`src/rtl/seg7_bcd_decoder.sv`:
```
// Decodes a two-digit seven-segment word plus hundreds flag back into BCD digits and a binary value.
// Latency: word accepted at edge N, results and out_valid present after edge N+3.
// Backpressure: in_ready only in IDLE; results held in DONE until out_ready is seen.
module seg7_bcd_decoder #(
  parameter bit SEG_ACTIVE_LOW = 1'b0
) (
  input  logic       clk,
  input  logic       rst,
  input  logic       in_valid,
  output logic       in_ready,
  input  logic [6:0] seg_0,
  input  logic [6:0] seg_1,
  input  logic       ov_flag,
  output logic       out_valid,
  input  logic       out_ready,
  output logic [3:0] bcd_0,
  output logic [3:0] bcd_1,
  output logic [7:0] bin,
  output logic       err
);

  typedef enum logic [2:0] {IDLE, DEC, MUL, SUM, DONE} state_t;

  state_t     state;
  logic [6:0] seg0_q;
  logic [6:0] seg1_q;
  logic       ov_q;
  logic [3:0] dig0_q;
  logic [3:0] dig1_q;
  logic       err0_q;
  logic       err1_q;
  logic [6:0] t10_q;

  logic [6:0] seg0_lit;
  logic [6:0] seg1_lit;
  logic [3:0] dig0_dec;
  logic [3:0] dig1_dec;
  logic [7:0] sum_val;

  // Segment pattern to digit; 4'hF marks any pattern that is not a legal digit.
  function automatic logic [3:0] seg_decode(input logic [6:0] s);
    logic [3:0] d;
    case (s)
      7'b1111110: d = 4'd0;
      7'b0110000: d = 4'd1;
      7'b1101101: d = 4'd2;
      7'b1111001: d = 4'd3;
      7'b0110011: d = 4'd4;
      7'b1011011: d = 4'd5;
      7'b1011111: d = 4'd6;
      7'b1110000: d = 4'd7;
      7'b1111111: d = 4'd8;
      7'b1111011: d = 4'd9;
      default:    d = 4'hF;
    endcase
    return d;
  endfunction

  // Normalise captured segments to "1 = lit", decode them, and form the final sum.
  always_comb begin
    seg0_lit = SEG_ACTIVE_LOW ? ~seg0_q : seg0_q;
    seg1_lit = SEG_ACTIVE_LOW ? ~seg1_q : seg1_q;
    dig0_dec = seg_decode(seg0_lit);
    dig1_dec = seg_decode(seg1_lit);
    sum_val  = {1'b0, t10_q} + {4'd0, dig0_q} + (ov_q ? 8'd100 : 8'd0);
  end

  // Control FSM; every output is a register so results change only at the SUM edge.
  always_ff @(posedge clk) begin
    if (rst) begin
      state     <= IDLE;
      in_ready  <= 1'b1;
      out_valid <= 1'b0;
      bcd_0     <= 4'd0;
      bcd_1     <= 4'd0;
      bin       <= 8'd0;
      err       <= 1'b0;
      seg0_q    <= 7'd0;
      seg1_q    <= 7'd0;
      ov_q      <= 1'b0;
      dig0_q    <= 4'd0;
      dig1_q    <= 4'd0;
      err0_q    <= 1'b0;
      err1_q    <= 1'b0;
      t10_q     <= 7'd0;
    end else begin
      case (state)
        IDLE: begin
          if (in_valid && in_ready) begin
            seg0_q   <= seg_0;
            seg1_q   <= seg_1;
            ov_q     <= ov_flag;
            in_ready <= 1'b0;
            state    <= DEC;
          end
        end
        DEC: begin
          dig0_q <= dig0_dec;
          dig1_q <= dig1_dec;
          err0_q <= (dig0_dec == 4'hF);
          err1_q <= (dig1_dec == 4'hF);
          state  <= MUL;
        end
        MUL: begin
          // x*10 as x*8 + x*2; an illegal digit (15) gives garbage that SUM discards.
          t10_q <= {dig1_q, 3'b000} + {2'b00, dig1_q, 1'b0};
          state <= SUM;
        end
        SUM: begin
          bcd_0     <= dig0_q;
          bcd_1     <= dig1_q;
          err       <= err0_q | err1_q;
          bin       <= (err0_q | err1_q) ? 8'hFF : sum_val;
          out_valid <= 1'b1;
          state     <= DONE;
        end
        DONE: begin
          if (out_ready) begin
            out_valid <= 1'b0;
            in_ready  <= 1'b1;
            state     <= IDLE;
          end
        end
        default: begin
          state    <= IDLE;
          in_ready <= 1'b1;
        end
      endcase
    end
  end

endmodule

```
`config.mk`:
```
export PLATFORM = sky130hd
export DESIGN_NAME = seg7_bcd_decoder
export DESIGN_NICKNAME = d
export VERILOG_FILES = /design/src/rtl/seg7_bcd_decoder.sv
export SDC_FILE = /design/constraint.sdc
export NUM_CORES = 1
export LEC_CHECK = 0
export CAP_MARGIN = 20
export CORE_ASPECT_RATIO = 0.9
export CORE_UTILIZATION = 58
export DETAILED_ROUTE_END_ITERATION = 10
export PLACE_DENSITY = 0.84
export SLEW_MARGIN = 20
export SYNTH_ARGS = -nofsm -noshare
export SYNTH_HDL_FRONTEND = slang
export SYNTH_SLANG_ARGS = --single-unit
```
`constraint.sdc`:
```
create_clock -name clk -period 6.3 [get_ports clk]
set_input_delay 1.26 -clock clk [delete_from_list [all_inputs] [get_ports clk]]
set_output_delay 1.26 -clock clk [all_outputs]
set_load 0.1 [all_outputs]
```
After elaboration in Yosys (flattened, before gate mapping)

Index checks and enable logic that the tools add are counted.

Register bits: 54
Bits of input ports: 19
Output and inout bits: 19
Word-level logic and storage cells: 68

Add/subtract/negate cells: 3
Equal/unequal tests: 28
Muxes and demuxes: 12
Bitwise logic cells: 2
Reduce and logical (&&, ||, !) cells: 8

Operators by type and width:

| kind                 | count |
|---|---|
| $eq A7 B7 Y1 const B | 16 |
| $pmux W4 S10         | 2 |
| $eq A7 B6 Y1 const B | 4 |
| $pmux W3 S5          | 1 |
| $add A7 B4 Y8        | 1 |
| $add A8 B7 Y8        | 1 |
| $eq A4 B4 Y1 const B | 2 |
| $mux W8              | 1 |
| $add A7 B5 Y7        | 1 |
| $mux W7              | 1 |
| $eq A3 B2 Y1 const B | 2 |
| $mux W3              | 2 |
| $reduce_and A2 Y1    | 3 |
| $ne A2 B2 Y1 const B | 2 |
| $eq A3 B1 Y1 const B | 1 |
| $eq A3 B3 Y1 const B | 1 |
| $logic_not A3 Y1     | 1 |
| $mux W1              | 3 |
| $pmux W1 S3          | 1 |
| $reduce_and A3 Y1    | 1 |
| $reduce_or A3 Y1     | 1 |
| $pmux W1 S2          | 1 |
| $reduce_bool A2 Y1   | 1 |
| $logic_and A1 B1 Y1  | 1 |
| other kinds (2)      | 2 |

Depth between registers and ports, before layout

Depth in word-level cells: 4
Mapped depth: 10
Gate-level depth less buffers: 10

Least setup slack after synthesis

OpenSTA, ideal clock, no wires.

Path type: reg2out
From: reg in_ready
To: out in_ready
Data arrival time: 0.965 ns
Data required time: 5.040 ns
Setup slack: 4.075 ns
Stages on the path, launching flop included: 1
Path buffers: 0
Cells stage by stage: dfxtp_1

RTL lines:

| element                  | RTL line | RTL |
|---|---|---|
| start: declaration       | 10       | `output logic in_ready,` |
| start signal: assignment | 72       | `in_ready <= 1'b1;` |
| start signal: assignment | 93       | `in_ready <= 1'b0;` |
| start signal: assignment | 120      | `in_ready <= 1'b1;` |

No word-level cell between the ends.

Worst setup path in the final report

From: reg in_ready
To: out in_ready

No word-level cell between the ends.

==> results.py <==
metrics = {
    "hold_path": {
        "hp-class": "flop to flop",
    },
    "floorplan": {
        "die_height_um": 65.7,
        "pin_count": 38,
        "dieArea_um2": 4780,
        "placementRows": 22,
        "die_w_um": 72.8,
        "core_area_um2": 4210,
        "start_util": 0.621,
    },
    "grt": {
        "grtUsageTotal": 0.237,
        "grt_max_degree": 56,
        "grt_pass1_wl_um": 8670,
        "antenna_found_initial": 0,
        "grt_overflow": 0,
        "grt_pass1_vias": 1967,
    },
    "synth": {
        "synth_edf_count": 0,
        "netlist_area_um2": 2620,
        "synth_ff_type": "dfxtp_1",
        "synthArstFlopShare": 0,
        "yosysSeqAreaShare": 0.406,
        "ys_types": 47,
        "syn_nets": 347,
        "synthCells": 315,
        "synth_warnings": 0,
        "avgSynthCellArea_um2": 8.31,
        "synth-seq-cells": 53,
    },
    "setup_path": {
        "path_max_fanout": 5,
        "cp_num_buf_inv": 1,
        "critPathCaptureType": "output port",
        "slowest_delay_ps": 1150,
        "crit_type": "flop to output port",
        "critPathRequiredTime_ps": 5040,
        "cp_data_arrival_time_ps": 1860,
        "cpLargestDelayFamily": "buffers and inverters",
        "path_cells": "clkdlybuf4s50_1",
        "cp-start-kind": "flop",
        "cp_slowest_cell": "clkdlybuf4s50_1",
    },
    "sta": {
        "maxSlewHeadroom": 0.352,
        "rsz0062_at_grt": "no",
        "finClkSkew_ps": 8.00,
        "timing.fmax_mhz": 321,
        "drv_slew": 0,
        "setup_viol": 0,
        "period_share": 0.495,
        "tightest_slew_ps": 969,
        "fin_crit_ps": 3120,
        "finalSetupTns_ps": 0,
        "hold_viol": 0,
    },
    "place": {
        "place.gp.congestion": 0.797,
        "place_area_um2": 2940,
        "dp.cells": 390,
        "placement.io_buffers": 37,
        "post-dp-hpwl_um": 3670,
    },
    "detailed_routing": {
        "final_antenna_net_count": 0,
        "drt-pass1-iter-count": 4,
        "via_per_inst": 5.55,
        "drc": 0,
        "drt_iter0_drc": 82,
        "wl_um": 5110,
        "via_count": 2208,
        "routedWlPerCell_um": 12.8,
    },
    "clock_network": {
        "cts_setup_buffers": 0,
        "cts_buffer_depth": 2,
        "cts.repair.resized": 0,
        "root_buffer": "clkbuf_8",
        "clk_pin_slew_worst_paths_ps": 100,
        "cts_buffers": 5,
        "clkLatencyLatePin_ps": 310,
        "h-tree-depth": 2,
        "cts_sinks": 53,
        "ctsHoldBuffers": 0,
        "cts_tree": "yes",
    },
    "pwr": {
        "leakage_uw": 0.00109,
        "peakVddDrop_mv": 0.200,
        "p_per_area_nw_per_um2": 258,
    },
    "final_layout": {
        "syn_to_final_growth_pct": 17.3,
        "final_common_cell": "nand2_1",
        "fillers": 339,
        "final_cell_mix": "nand2_1, dfxtp_1, clkdlybuf4s50_1",
        "final_nets": 369,
        "final_area_um2": 3070,
        "drive_gt1_frac": 0.0533,
        "final_cells": 398,
        "diodes": 0,
    },
    "flow_run": {
        "drv_cap": 0,
    },
    "run_status": {
        "status": "completed",
    },
}
[report_power, final]
part           total [µW]  switching [µW]  internal (µW)
clock network         269             112            158
logic                 135            81.3           53.6
registers             387            29.1            358
total                 791             222            569
[cell usage after synthesis (3+ instances only)]
master,number,area [µm²]
a311oi_1,3,26.3
nor2_1,31,116
a21oi_1,35,175
mux2i_1,3,30.0
xor2_1,5,43.8
dfxtp_1,53,1060
clkbuf_1,7,26.3
or3_1,3,18.8
nor3_1,11,55.1
nand3b_1,4,30.0
nand3_1,3,15.0
buf_2,10,50.1
nor2b_1,5,31.3
xnor2_1,3,26.3
a211oi_1,11,82.6
ha_1,10,125
nand2_1,60,225
inv_1,10,37.5
o21ai_0,5,25.0
fa_1,3,60.1
buf_4,3,22.5
[final timing paths]
path | startpoint | endpoint | slack [ps] | cells after the start
min reg2reg | bcd_1[1] | bcd_1[1] | 460 | 2
min | bcd_1[1] | bcd_1[1] | 460 | 2
max reg2reg | ov_q | bin[6] | 3840 | 10
max | in_ready | in_ready | 3180 | 1
[cells by family (layout without fill, tap and decap cells)]
| family | count (synthesis) | after routing | synth area share |
|---|---|---|---|
| xor gates and xnor gates | 8 | 8 | 0.0268 |
| and+or+nand+nor | 135 | 135 | 0.243 |
| DFF | 53 | 53 | 0.406 |
| adders and majority gates | 13 | 13 | 0.0708 |
| muxes | 3 | 3 | 0.0115 |
| buffers and inverters | 32 | 55 | 0.0607 |
| AOI/OAI and AO/OA | 71 | 71 | 0.181 |
[through the flow]
step           total power, µW  utilization  setup slack, ps  hold WS, ps
6_report                   791        0.729             3180          458
2_1_floorplan              498            -             4070          445
5_1_grt                    827        0.729             3140          481
4_1_cts                    794        0.729             3170          461
3_3_place_gp               525        0.697             3540          442
3_5_place_dp               529        0.697             3530          447
[layer usage]
layer | global-route usage | up-vias | part of all wire
li1 | - | 1132 | -
met1 | 0.293 | 1024 | 0.46
met2 | 0.403 | 48 | 0.48
met3 | 0.0706 | 4 | 0.044
met4 | 0.0613 | 0 | 0.0094
met5 | 0 | - | 0
[state kept, by name, indices dropped and copies added (netlist names), 3 cells and up]
signal,cells
bcd_1,4
seg0_lit,7
bin,8
dig0_q,4
dig1_q,4
bcd_0,4
t10_q,6
state,3
seg1_lit,7
[cell type report]
cell class | instances | area, µm² | share of cell area
Sequential cell | 53 | 1060 | 0.346
Clock buffer | 5 | 68.8 | 0.0224
Timing Repair Buffer | 37 | 365 | 0.119
Multi-Input combinational cell | 230 | 1400 | 0.455
Clock inverter | 3 | 65.1 | 0.0212
Inverter | 10 | 37.5 | 0.0122
Tap cell | 60 | 75.1 | 0.0245
No activity file was read; power rests on OpenSTA's default activity.
